File: src/rtl/hdmi_island.sv
// HDMI data island generator: buffers packets in a FIFO and emits preamble,
// guard bands and TERC4-coded packet symbols (header + BCH ECC) on demand.
module hdmi_island #(
  parameter int NPKT_MAX   = 2,
  parameter int FIFO_DEPTH = 4
) (
  input  logic         clk,
  input  logic         rst,
  input  logic         hsync,
  input  logic         vsync,
  input  logic         start,
  input  logic         pkt_valid,
  output logic         pkt_ready,
  input  logic [23:0]  pkt_hdr,
  input  logic [223:0] pkt_body,
  output logic         island_en,
  output logic [29:0]  d,
  output logic         busy
);

  localparam int AW = $clog2(FIFO_DEPTH);
  localparam int CW = AW + 1;
  localparam logic [9:0] PRE_CH   = 10'b0010101011;
  localparam logic [9:0] GUARD_CH = 10'b0100110011;

  // state names the symbol currently on d; cnt is its index inside the phase
  typedef enum logic [2:0] {S_IDLE, S_PRE, S_LGUARD, S_PKT, S_TGUARD} state_t;

  function automatic logic [9:0] terc4(input logic [3:0] v);
    case (v)
      4'h0: terc4 = 10'b1010011100;
      4'h1: terc4 = 10'b1001100011;
      4'h2: terc4 = 10'b1011100100;
      4'h3: terc4 = 10'b1011100010;
      4'h4: terc4 = 10'b0101110001;
      4'h5: terc4 = 10'b0100011110;
      4'h6: terc4 = 10'b0110001110;
      4'h7: terc4 = 10'b0100111100;
      4'h8: terc4 = 10'b1011001100;
      4'h9: terc4 = 10'b0100111001;
      4'ha: terc4 = 10'b0110011100;
      4'hb: terc4 = 10'b1011000110;
      4'hc: terc4 = 10'b1010001110;
      4'hd: terc4 = 10'b1001110001;
      4'he: terc4 = 10'b0101100011;
      default: terc4 = 10'b1011000011;
    endcase
  endfunction

  function automatic logic [9:0] ctrl_code(input logic [1:0] v);
    case (v)
      2'b00: ctrl_code = 10'b1101010100;
      2'b01: ctrl_code = 10'b0010101011;
      2'b10: ctrl_code = 10'b0101010100;
      default: ctrl_code = 10'b1010101011;
    endcase
  endfunction

  function automatic logic [7:0] ecc_step(input logic [7:0] e, input logic b);
    ecc_step = (e >> 1) ^ ((e[0] ^ b) ? 8'h83 : 8'h00);
  endfunction

  // packet FIFO; pkt_ready reflects occupancy before any same-cycle pop
  logic [247:0]  mem [FIFO_DEPTH];
  logic [AW-1:0] wr_ptr, rd_ptr;
  logic [CW-1:0] count;
  logic          push, pop;
  logic [247:0]  head;

  assign pkt_ready = (count != CW'(FIFO_DEPTH));
  assign push      = pkt_valid && pkt_ready;
  assign head      = mem[rd_ptr];

  always_ff @(posedge clk) begin
    if (push) mem[wr_ptr] <= {pkt_hdr, pkt_body};
  end

  always_ff @(posedge clk) begin
    if (rst) begin
      wr_ptr <= '0;
      rd_ptr <= '0;
      count  <= '0;
    end else begin
      if (push) wr_ptr <= wr_ptr + 1'b1;
      if (pop)  rd_ptr <= rd_ptr + 1'b1;
      case ({push, pop})
        2'b10:   count <= count + 1'b1;
        2'b01:   count <= count - 1'b1;
        default: count <= count;
      endcase
    end
  end

  // sequencer
  state_t     state, nxt_state;
  logic [4:0] cnt, nxt_cnt, pkt_rem, nxt_pkt_rem, n_latch;
  logic       first_pkt, nxt_first;

  always_comb begin
    if (int'(count) < NPKT_MAX) n_latch = 5'(count);
    else                        n_latch = 5'(NPKT_MAX);
  end

  always_comb begin
    nxt_state   = state;
    nxt_cnt     = cnt;
    nxt_pkt_rem = pkt_rem;
    nxt_first   = first_pkt;
    pop         = 1'b0;
    case (state)
      S_IDLE:
        if (start && count != '0) begin
          nxt_state   = S_PRE;
          nxt_cnt     = 5'd0;
          nxt_pkt_rem = n_latch;
          nxt_first   = 1'b1;
        end
      S_PRE:
        if (cnt == 5'd7) begin
          nxt_state = S_LGUARD;
          nxt_cnt   = 5'd0;
        end else nxt_cnt = cnt + 5'd1;
      S_LGUARD:
        if (cnt == 5'd1) begin
          nxt_state = S_PKT;
          nxt_cnt   = 5'd0;
        end else begin
          nxt_cnt = cnt + 5'd1;
          pop     = 1'b1;
        end
      S_PKT:
        if (cnt == 5'd31) begin
          nxt_cnt = 5'd0;
          if (pkt_rem > 5'd1) begin
            nxt_pkt_rem = pkt_rem - 5'd1;
            nxt_first   = 1'b0;
          end else nxt_state = S_TGUARD;
        end else begin
          nxt_cnt = cnt + 5'd1;
          // the next packet is loaded while the last symbol of this one is shown
          if (cnt == 5'd30 && pkt_rem > 5'd1) pop = 1'b1;
        end
      S_TGUARD:
        if (cnt == 5'd1) nxt_state = S_IDLE;
        else nxt_cnt = cnt + 5'd1;
      default: nxt_state = S_IDLE;
    endcase
  end

  // shift registers plus running ECC for the header and four subpackets
  logic [23:0]       hdr_sr;
  logic [7:0]        hecc;
  logic [3:0][55:0]  sub_sr;
  logic [3:0][7:0]   secc;

  always_ff @(posedge clk) begin
    if (pop) begin
      hdr_sr <= head[247:224];
      sub_sr <= head[223:0];
      hecc   <= '0;
      secc   <= '0;
    end else if (nxt_state == S_PKT) begin
      if (nxt_cnt < 5'd24) begin
        hecc   <= ecc_step(hecc, hdr_sr[0]);
        hdr_sr <= hdr_sr >> 1;
      end else hecc <= hecc >> 1;
      for (int k = 0; k < 4; k++) begin
        if (nxt_cnt < 5'd28) begin
          secc[k]   <= ecc_step(ecc_step(secc[k], sub_sr[k][0]), sub_sr[k][1]);
          sub_sr[k] <= sub_sr[k] >> 2;
        end else secc[k] <= secc[k] >> 2;
      end
    end
  end

  logic [1:0]  ctl;
  logic        b3, hbit;
  logic [3:0]  ev, od;
  logic [29:0] sym;

  always_comb begin
    ctl  = {vsync, hsync};
    b3   = ~(nxt_first & (nxt_cnt == 5'd0));
    hbit = (nxt_cnt < 5'd24) ? hdr_sr[0] : hecc[0];
    ev   = '0;
    od   = '0;
    for (int k = 0; k < 4; k++) begin
      ev[k] = (nxt_cnt < 5'd28) ? sub_sr[k][0] : secc[k][0];
      od[k] = (nxt_cnt < 5'd28) ? sub_sr[k][1] : secc[k][1];
    end
    case (nxt_state)
      S_PRE:              sym = {PRE_CH, PRE_CH, ctrl_code(ctl)};
      S_LGUARD, S_TGUARD: sym = {GUARD_CH, GUARD_CH, terc4({2'b11, ctl})};
      S_PKT:              sym = {terc4(od), terc4(ev), terc4({b3, hbit, ctl})};
      default:            sym = '0;
    endcase
  end

  always_ff @(posedge clk) begin
    if (rst) begin
      state     <= S_IDLE;
      cnt       <= '0;
      pkt_rem   <= '0;
      first_pkt <= 1'b0;
      d         <= '0;
    end else begin
      state     <= nxt_state;
      cnt       <= nxt_cnt;
      pkt_rem   <= nxt_pkt_rem;
      first_pkt <= nxt_first;
      d         <= sym;
    end
  end

  assign busy      = (state != S_IDLE);
  assign island_en = busy;

endmodule

File: config.mk
export PLATFORM = sky130hd
export DESIGN_NAME = hdmi_island
export DESIGN_NICKNAME = d
export VERILOG_FILES = /design/src/rtl/hdmi_island.sv
export SDC_FILE = /design/constraint.sdc
export NUM_CORES = 1
export LEC_CHECK = 0
export BUFFER_PORTS_ARGS = -buffer_cell sky130_fd_sc_hd__buf_2
export CORE_ASPECT_RATIO = 0.5
export CORE_MARGIN = 4
export CORE_UTILIZATION = 40
export CTS_CLUSTER_SIZE = 10
export DETAILED_ROUTE_END_ITERATION = 8
export GPL_ROUTABILITY_DRIVEN = 0
export PLACE_DENSITY_LB_ADDON = 0.2
export SLEW_MARGIN = 10
export SYNTH_ARGS = -nofsm -noshare
export SYNTH_HDL_FRONTEND = slang
export SYNTH_SLANG_ARGS = --single-unit
File: constraint.sdc
create_clock -name clk -period 26.5 [get_ports clk]
set_input_delay 2.65 -clock clk [delete_from_list [all_inputs] [get_ports clk]]
set_output_delay 2.65 -clock clk [all_outputs]
set_load 0.05 [all_outputs]
Word level (Yosys, flattened, before mapping):

Memory sizes are Yosys's and may differ from the RTL's. A register that Yosys moved wholly into a read port is not among the register bits.
Cells that the tools add are included.

* reductions and logical operators: 17
* shift operators: 0
* $lt $le $gt $ge: 4
* bitwise gates (word level): 20
* muxes and demuxes: 66
* $add $sub $neg: 6
* equality and inequality tests: 20
* div/mod/pow operators: 0
* $mul: 0

Operators by type and width (number)
* 2-to-1 mux 224 bit: 2
* 2-to-1 mux 56 bit: 4
* 2-to-1 mux 8 bit: 14
* case mux 30 bit (3 select lines): 1
* 2-to-1 mux 24 bit: 3
* XOR 7 x 8 -> 8 bit: 9
* case mux 10 bit (3 select lines): 2
* 2-to-1 mux 5 bit: 8
* case mux 5 bit (5 select lines): 1
* 2-to-1 mux 3 bit: 7
* 2-to-1 mux 1 bit: 17
* case mux 3 bit (5 select lines): 1
* == test 3 x 2 -> 1 bit (second input constant): 4
* == test 5 bit (second input constant): 2
* < comparator 5 bit (second input constant): 2
* case mux 5 bit (2 select lines): 1
* nonzero test 2 bit: 5
* XOR 1 bit: 9
* == test 3 x 1 -> 1 bit (second input constant): 2
* == test 3 bit (second input constant): 2
* != test 2 bit (second input constant): 3
* case mux 3 bit (2 select lines): 1
* nonzero test 3 bit: 2
* adder 5 x 1 -> 5 bit (second input constant): 1
* 22 further kinds: 30

* register bits after elaboration: 339
* RAM bits: 992
* bits in latches: 0
* output and inout port bits: 33
* memories kept: 4
* memory bits (read-only): 480

Memories
* mem: words 4, width 248, read ports 1, clocked after Yosys merged registers in 1, wr ports 1, RTL line 64 `logic [247:0] mem [FIFO_DEPTH];`
* (name not given): words 16, width 10, read ports 1, clocked after Yosys merged registers in 0, wr ports 0, RTL line 30 `case (v)`
* (name not given): words 16, width 10, read ports 1, clocked after Yosys merged registers in 0, wr ports 0, RTL line 30
* (name not given): words 16, width 10, read ports 1, clocked after Yosys merged registers in 0, wr ports 0, RTL line 30

Longest topological paths before layout:

Gate-level depths: netlist of run 1.
An unclocked memory read counts as a cell.

* word-level depth: 9
* gate-level depth with buffers: 16

Least setup slack after synthesis of run 1:

No wires, ideal clock.

* kind: input -> register
* start point: input port start
* end point: register sub_sr[0] (netlist bit), enable pin
* data required time: 25.381 ns
* cell stages on the path: 7
* slack: 6.050 ns
* data arrival time: 19.331 ns
* cells stage by stage: o31a_1 o21ai_1 a32oi_1 buf_2 nor2_8 buf_1 o21ai_0

* cells in the longest elaborated chain, start to end: 6

Ends and longest elaborated chain
* start, declared: RTL line 11 `input logic start,`
* logical AND 1 bit *: RTL line 112 `if (start && count != '0) begin`
* 2-to-1 mux 5 bit or 2-to-1 mux 3 bit (tied branches): RTL line 112
* case mux 5 bit (5 select lines) or case mux 3 bit (5 select lines) (tied branches): RTL line 110 `case (state)`
* < comparator 5 bit or == test 3 x 2 -> 1 bit (tied branches): RTL line 168, 162
* nonzero test 2 bit (no source line)
* AND reduction 2 bit (no source line) *
* end signal, assigned: RTL line 159 `sub_sr <= head[223:0];`
* end signal, assigned by index: RTL line 170 `sub_sr[k] <= sub_sr[k] >> 2;`
* end, declared: RTL line 153 `logic [3:0][55:0] sub_sr;`

Mark *: on every way between the ends. The rest lies on a longest branch, timed or not.
A chain may end at the register's enable or synchronous reset.

Worst setup path in the final report of run 1:

* start point: input port start
* end point: register sub_sr[98] (netlist bit), enable pin

Same word-level chain as after synthesis.

==> impl_results.rst, run 1 <==
.. list-table::
   :header-rows: 1

   * - Metric
     - Value
   * - Run status
     - finished, final reports clean
   * - Crit. End Element
     - register
   * - Achievable Freq
     - 0.171 GHz
   * - Critical setup path kind
     - primary input to register
   * - Final standard cell count with taps included and fillers excluded
     - 5040
   * - Vias in the first global route
     - 27228
   * - Routed vias
     - 26045
   * - Sequential area share after synthesis
     - 76.0%
   * - Worst slack at placement
     - 19690 ps
   * - Areal power density over the cells
     - 74.5 nW/um2
   * - Total gr overflow
     - 0
   * - Final setup skew
     - 18.7 ps
   * - Synthesized area divided by synthesized cell count
     - 17.2 um2
   * - Die ar.
     - 135000 um2
   * - Hold crit path type
     - register to register
   * - Number of warnings issued by yosys
     - 0
   * - Initial standard-cell utilization of the core
     - 40.6%
   * - DRC Markers
     - 0
   * - Routed wire per std cell
     - 21.6 um
   * - Commonest cells after routing, fill and taps aside
     - edfxtp_1, nand2_1, buf_2
   * - Post-route design area
     - 58800 um2
   * - Final worst setup slack
     - 20640 ps
   * - Clock Root Buffer
     - clkbuf_16
   * - Final total negative setup slack
     - 0 ps
   * - Data required, critical path
     - 26860 ps
   * - Crit path depth
     - 10
   * - Setup Buffers After CTS
     - 0
   * - Largest net degree at the start of global routing
     - 138
   * - Total global routing track utilization
     - 16.3%
   * - Peak ir drop on the vdd network
     - 0.0000647 V
   * - Post-synthesis cell area
     - 51500 um2
   * - Number of iterations in the first detailed-routing pass
     - 5
   * - Critical Path Fanout Max
     - 127
   * - Remaining number of nets flagged by the antenna check after routing
     - 0
   * - Post-CTS sizing
     - 0
   * - Number of max-slew violations in the final report
     - 0
   * - Tightest Pin Transition
     - 1060 ps
   * - Cell with the largest stage delay on the worst path
     - buf_4
   * - Final hold violations
     - 0
   * - Net count after synthesis
     - 3277
   * - Leakage
     - 20.0 nW
   * - Worst reg-to-reg path cell count
     - 10
   * - Cell depth of the worst hold path
     - 2
   * - Total detailed-routing wirelength
     - 109 mm
   * - Post-CTS clock slew at the launch and capture registers of the worst setup and hold paths
     - 60 ps
   * - Worst EP arrival
     - 6220 ps
   * - CTS Buf Count
     - 151
   * - CTS HTree Levels
     - 4
   * - Type of element launching the critical path
     - primary input
   * - Wire length of the first global-routing pass
     - 166 mm
   * - Post-cts hold buffer count
     - 0
   * - Number of synthesized register bits
     - 1333
   * - Nets@finish
     - 3600
   * - Cell class contributing the biggest share of worst-path delay
     - buffers and inverters
   * - Layout Area Growth over Synthesis
     - 14.4%
   * - Proportion of synthesized flip-flops having asynchronous set or reset
     - 0%
   * - Top FF cell, synth
     - edfxtp_1
   * - Die Span X
     - 515 um
   * - Layout cells sized above 1
     - 22.9%
   * - Antenna violations before repair
     - 45
   * - Critical path, cell by cell
     - buf_2 > o31a_1 > o21ai_1 > nand2_1 > o21a_1 > nor2_8 > o21ai_4 > buf_4 > buf_12 > buf_4
   * - Relative slew margins
     - 29.0%
   * - Starting DRT DRC Count
     - 1713
   * - Cells taking the most area after synthesis
     - edfxtp_1, mux4_2, nand2_1
   * - Count of flip-flops with a built-in enable after synthesis
     - 1240
   * - Post-route core utilization
     - 46.4%
   * - Num rows
     - 92
   * - Share of the synthesized area in the top cell type
     - 72.4%
   * - Post-route minimum period
     - 5860 ps
   * - Leading area contributor after synthesis
     - edfxtp_1
   * - Final critical-path share of the clock period
     - 22.1%
   * - I/O pin count
     - 287
   * - Area of the core
     - 127000 um2
   * - Count of cell types in the netlist
     - 75
   * - Most Frequent Cell on Critical Path
     - buf_4
   * - Setup repair after global routing missed its margin
     - false
   * - Synthesized netlist cell count
     - 2989
   * - Endpoints failing setup
     - 0
   * - Clock insertion delay at the later pin of the skew report
     - 750 ps
   * - Placed cell count
     - 4851
   * - Maximum clock insertion buffer count
     - 3
   * - Port-buffer cells
     - 286
   * - Worst stage delay on the critical path
     - 800 ps
   * - Post-DP HPWL
     - 60.6 mm
   * - Buf/Inv on CP
     - 4
   * - Min Hold Slack
     - 449 ps
   * - Drt via density
     - 5.17
   * - CTS sink cnt
     - 1333
   * - Cell area after placement
     - 54800 um2
   * - Most common cell after layout, fill and taps aside
     - edfxtp_1
   * - Die Y-Extent
     - 262 um
   * - # Max-Cap Violations
     - 0
   * - Power after layout
     - 4.39 mW
   * - TritonCTS clock tree
     - yes
==> path summary, 6_finish.rpt <==
kind | endpoint | startpoint | slack (ps)
worst min-delay path | hecc[3] | hecc[4] | 450
worst max register to register | sub_sr[98] | cnt[0] | 21490
worst max-delay path | sub_sr[98] | start | 20640
worst min register to register | hecc[3] | hecc[4] | 450
==> cell families (layout without fill, tap and decap cells) <==
group	Yosys count	count (layout)	share of synthesized area, %
xor gates and xnor gates	36	36	0.613
buffers and inverters	177	527	1.36
AOI/OAI and AO/OA	176	176	2.20
and+or+nand+nor	955	955	7.51
other	0	9	0
muxes	278	278	11.5
adders and majority gates	34	34	0.841
DFF	1333	1333	76.0
==> worst reg2reg max path: cells and delay by family (launching register included) <==
kind                     cells  cell delay, ps
buffers and inverters        3            2010
AO/OA/AOI/OAI                4            1190
flip-flops                   1             430
AND/OR/NAND/NOR              2             790
adder cells (fa/ha/maj)      1             180
==> area by class of cell <==
type / instances / area, um2
inverters: 27 / 109
well taps: 1692 / 2120
repair buffers: 320 / 1750
clock inverters: 10 / 114
diodes: 9 / 22.5
multi-input cells: 1479 / 11700
fillers: 10951 / 68000
flip-flops and latches: 1333 / 39100
clock buffers: 170 / 3920
==> cell usage after synthesis, types with 8 or more instances <==
master    count
inv_1        27
a211oi_1     14
and3_1        8
ha_1         33
buf_2         8
dfxtp_1      93
edfxtp_1   1240
nor3_1       14
mux4_2      248
xnor2_1      30
o211ai_1     15
and2_1       17
nand2_1     803
a21oi_1      59
clkbuf_1    130
nand3_1      10
nor2_1       55
nand2b_1     12
o21ai_0      21
mux2i_1      21
==> where the power goes <==
| part | switching, mW | internal, mW |
|---|---|---|
| logic | 0.109 | 0.0670 |
| clock network | 0.767 | 1.03 |
| registers | 0.0227 | 2.39 |
==> flip-flops by register name (all words and copies together), names as in the netlist, 3 cells and up, named ones only <==
signal,flops
hdr_sr,24
cnt,5
mem,992
count,3
state,3
pkt_rem,5
d,30
secc,32
sub_sr,224
hecc,8
==> routing by layer <==
layer,part of all wire (%),wire (um),global-route usage (%)
met1,44,47800,21.7
met2,50,54400,27.4
met3,3.5,3800,2.84
met4,2.4,2650,5.39
met5,0.096,104,0
Power figures use the tool's default switching activity.
==> run 2: changes to the inputs <==
==> constraint.sdc (replaced) <==
create_clock -name clk -period 5.9 [get_ports clk]
set_input_delay 0.59 -clock clk [delete_from_list [all_inputs] [get_ports clk]]
set_output_delay 0.59 -clock clk [all_outputs]
set_load 0.05 [all_outputs]
==> run 2 against run 1 <==
  * Total power grew to 4.5 times the previous value
  * Final cell count grew 4.0%
  * Worst hold slack lost 370 ps
  * Sequential share of layout area shrank 2.5 points
  * Die area is the same
  * Register-to-register slack lost 20000 ps
  * Sequential power grew to 4.5 times the previous value
  * Clock-buffer cell count grew 3
  * Largest power group unchanged
==> impl_results.rst, run 2 (synthesized netlist as in run 1, its figures left out) <==
.. list-table::
   :header-rows: 1

   * - Metric
     - Value
   * - Run status
     - finished, final reports clean
   * - Buf/Inv on CP
     - 1 (-3)
   * - Largest registers
     - mem (992), sub_sr (224), secc (32)
   * - Flip-flop count of the largest register, all copies and words added
     - 992 (unchanged)
   * - Part of the total power dissipated in sequential elements
     - 54.4% (-0.5 points)
   * - Achievable Freq
     - 0.224 GHz
   * - Clock insertion delay at the later pin of the skew report
     - 750 ps (about the same)
   * - Post-DP HPWL
     - 60.2 mm (-0.64%)
   * - Psw
     - 4.07 mW (+350%)
   * - Nets@finish
     - 3804 (+5.7%)
   * - Final total negative setup slack
     - 0 ps (unchanged)
   * - Most common cell after layout, fill and taps aside
     - edfxtp_1
   * - Net switching share of the total power
     - 20.5% (about the same)
   * - Endpoints failing setup
     - 0 (unchanged)
   * - Die Y-Extent
     - 262 um (unchanged)
   * - Final hold violations
     - 0 (unchanged)
   * - Post-CTS sizing
     - 0 (unchanged)
   * - Tightest Pin Transition
     - 1340 ps (+284 ps)
   * - Critical path, cell by cell
     - ha_2 > and3_1 > ha_1 > and2_4 > a211o_1 > a21o_2 > o21a_1 > nor2_8 > mux2i_1 > inv_1 > ha_1 > mux2_1 > nor3_1 > a311o_1
   * - Total gr overflow
     - 0 (unchanged)
   * - Drt via density
     - 5.13 (-0.69%)
   * - Critical Path Fanout Max
     - 37 (-71%)
   * - CTS HTree Levels
     - 4 (unchanged)
   * - Wire length of the first global-routing pass
     - 169 mm (+1.9%)
   * - Die ar.
     - 135000 um2 (unchanged)
   * - CTS Buf Count
     - 151 (unchanged)
   * - Crit Reg-Reg Endpoint
     - d[14]
   * - Total global routing track utilization
     - 16.5% (+0.19 points)
   * - Worst Hold End
     - mem[3][191]
   * - Hold crit path type
     - primary input to register
   * - Number of max-slew violations in the final report
     - 0 (unchanged)
   * - Areal power density over the cells
     - 325 nW/um2 (+340%)
   * - Cell class contributing the biggest share of worst-path delay
     - compound AO/OA/AOI/OAI gates
   * - Cell with the largest stage delay on the worst path
     - mux2i_1
   * - DRC Markers
     - 0 (unchanged)
   * - Initial standard-cell utilization of the core
     - 40.6% (unchanged)
   * - Routed wire per std cell
     - 21.0 um (-2.6%)
   * - Post-route design area
     - 61100 um2 (+3.8%)
   * - Layout Area Growth over Synthesis
     - 18.7%
   * - Crit. End Element
     - register
   * - Layout cells sized above 1
     - 21.6% (-1.2 points)
   * - Worst stage delay on the critical path
     - 550 ps (-250 ps)
   * - Commonest cells after routing, fill and taps aside
     - edfxtp_1, nand2_1, buf_2
   * - Largest net degree at the start of global routing
     - 156 (+13%)
   * - CTS sink cnt
     - 1333 (unchanged)
   * - Die Span X
     - 515 um (unchanged)
   * - Total detailed-routing wirelength
     - 110 mm (+1.3%)
   * - Setup Buffers After CTS
     - 0 (unchanged)
   * - Maximum clock insertion buffer count
     - 3 (unchanged)
   * - I/O pin count
     - 287 (unchanged)
   * - Antenna violations before repair
     - 12 (-73%)
   * - Setup slack on the worst flop-to-flop path
     - 1430 ps (-20060 ps)
   * - Starting DRT DRC Count
     - 1823 (+6.4%)
   * - Most Frequent Cell on Critical Path
     - ha_1
   * - Type of element launching the critical path
     - register
   * - TritonCTS clock tree
     - yes
   * - Final setup skew
     - 30.7 ps (+12.0 ps)
   * - Remaining number of nets flagged by the antenna check after routing
     - 0 (unchanged)
   * - Routed vias
     - 26898 (+3.3%)
   * - Area of the core
     - 127000 um2 (unchanged)
   * - Clock Root Buffer
     - clkbuf_16
   * - Critical setup path kind
     - register to register
   * - Num rows
     - 92 (unchanged)
   * - Vias in the first global route
     - 28031 (+2.9%)
   * - Largest Register
     - mem
   * - Final critical-path share of the clock period
     - 75.7%
   * - Int Pwr
     - 15.8 mW (+350%)
   * - Port-buffer cells
     - 286 (unchanged)
   * - Cell depth of the worst hold path
     - 1 (-1)
   * - Comb pwr share
     - 4.6% (+0.6 points)
   * - Worst reg-to-reg path cell count
     - 14 (+4)
   * - Origin of the worst min-delay path
     - pkt_body[191]
   * - Number of iterations in the first detailed-routing pass
     - 5 (unchanged)
   * - Beginning of the worst register-to-register path
     - cnt[0]
   * - Fill cell total of the finished layout
     - 10850 (-0.92%)
   * - Post-route minimum period
     - 4470 ps
   * - # Max-Cap Violations
     - 0 (unchanged)
   * - Post-CTS clock slew at the launch and capture registers of the worst setup and hold paths
     - 60 ps (about the same)
   * - Peak ir drop on the vdd network
     - 0.000231 V (+260%)
   * - Data required, critical path
     - 6520 ps (-20340 ps)
   * - Leakage
     - 20.9 nW (+4.6%)
   * - Clock network power share
     - 41.0% (about the same)
   * - Setup repair after global routing missed its margin
     - false
   * - Cell area after placement
     - 55000 um2 (+0.34%)
   * - Worst EP arrival
     - 5080 ps (-1140 ps)
   * - Relative slew margins
     - 10.4% (-19 points)
run 2: cell count changes in the layout (fill, tap and decap cells not counted), moves of 2 or more:
cell	delta
inv_6	-4
clkinv_8	+2
diode_2	-4
buf_4	-13
clkbuf_1	+2
dfxtp_1	-2
clkbuf_16	+2
dlygate4sd3_1	+204
dfxtp_2	+2
buf_12	+13
run 2: how the worst max path moves through the flow:
| stage | slack, ps | end | depth (start not counted) | start |
|---|---|---|---|---|
| CTS | 1440 | d[14] | 14 | cnt[1] |
| global route | 1150 | d[14] | 14 | cnt[1] |
| detailed placement | 1460 | d[14] | 14 | cnt[1] |
| global placement | 1590 | d[14] | 14 | cnt[1] |
| floorplan | 7 | sub_sr[0] | 11 | cnt[0] |
| finish | 1430 | d[14] | 14 | cnt[0] |
run 2: through the flow:
step / instances / power [mW] / hold WS [ps] / worst slack, ps / util, %
after floorplan: 2989 / 11.5 / 432 / 6.54 / -
final: 5241 / 19.9 / 76.0 / 1430 / 48.2
after CTS: 5236 / 20.2 / 0.378 / 1440 / 48.2
after global placement: 4851 / 11.8 / 436 / 1590 / 43.3
after detailed placement: 4851 / 11.8 / 445 / 1460 / 43.3
after global routing: 5240 / 20.7 / 32.4 / 1150 / 48.2
run 2: power groups by stage:
stage                     sequential [mW]  clock (mW)  combinational, mW
after CTS                            10.8        8.41              0.943
after detailed placement             11.0           0              0.817
after global routing                 10.8        8.81               1.01
after floorplan                      11.0           0              0.450
final                                10.8        8.14              0.922
after global placement               11.0           0              0.802
run 2: final cells by class:
class	count	area (um2)	area share, %
Clock inverter	8	111	0.182
Timing Repair Buffer	524	3950	6.47
Antenna cell	5	12.5	0.0205
Inverter	27	109	0.178
Tap cell	1692	2120	3.46
Clock buffer	173	3970	6.49
Multi-Input combinational cell	1479	11700	19.2
Sequential cell	1333	39100	64.0
run 2: layer usage:
metal / track usage, % / wire [um] / vias to the layer above
met2: 27.8 / 55300 / 487
met1: 22.2 / 48700 / 13877
li1: - / - / 12365
met5: 0 / 13 / -
met4: 5.01 / 2120 / 2
met3: 2.65 / 4080 / 167
run 2: timing repair:
item	4_1_cts	5_1_grt
hold endpoints to repair	750	0
hold buffers	204	0
setup endpoints to repair	0	0
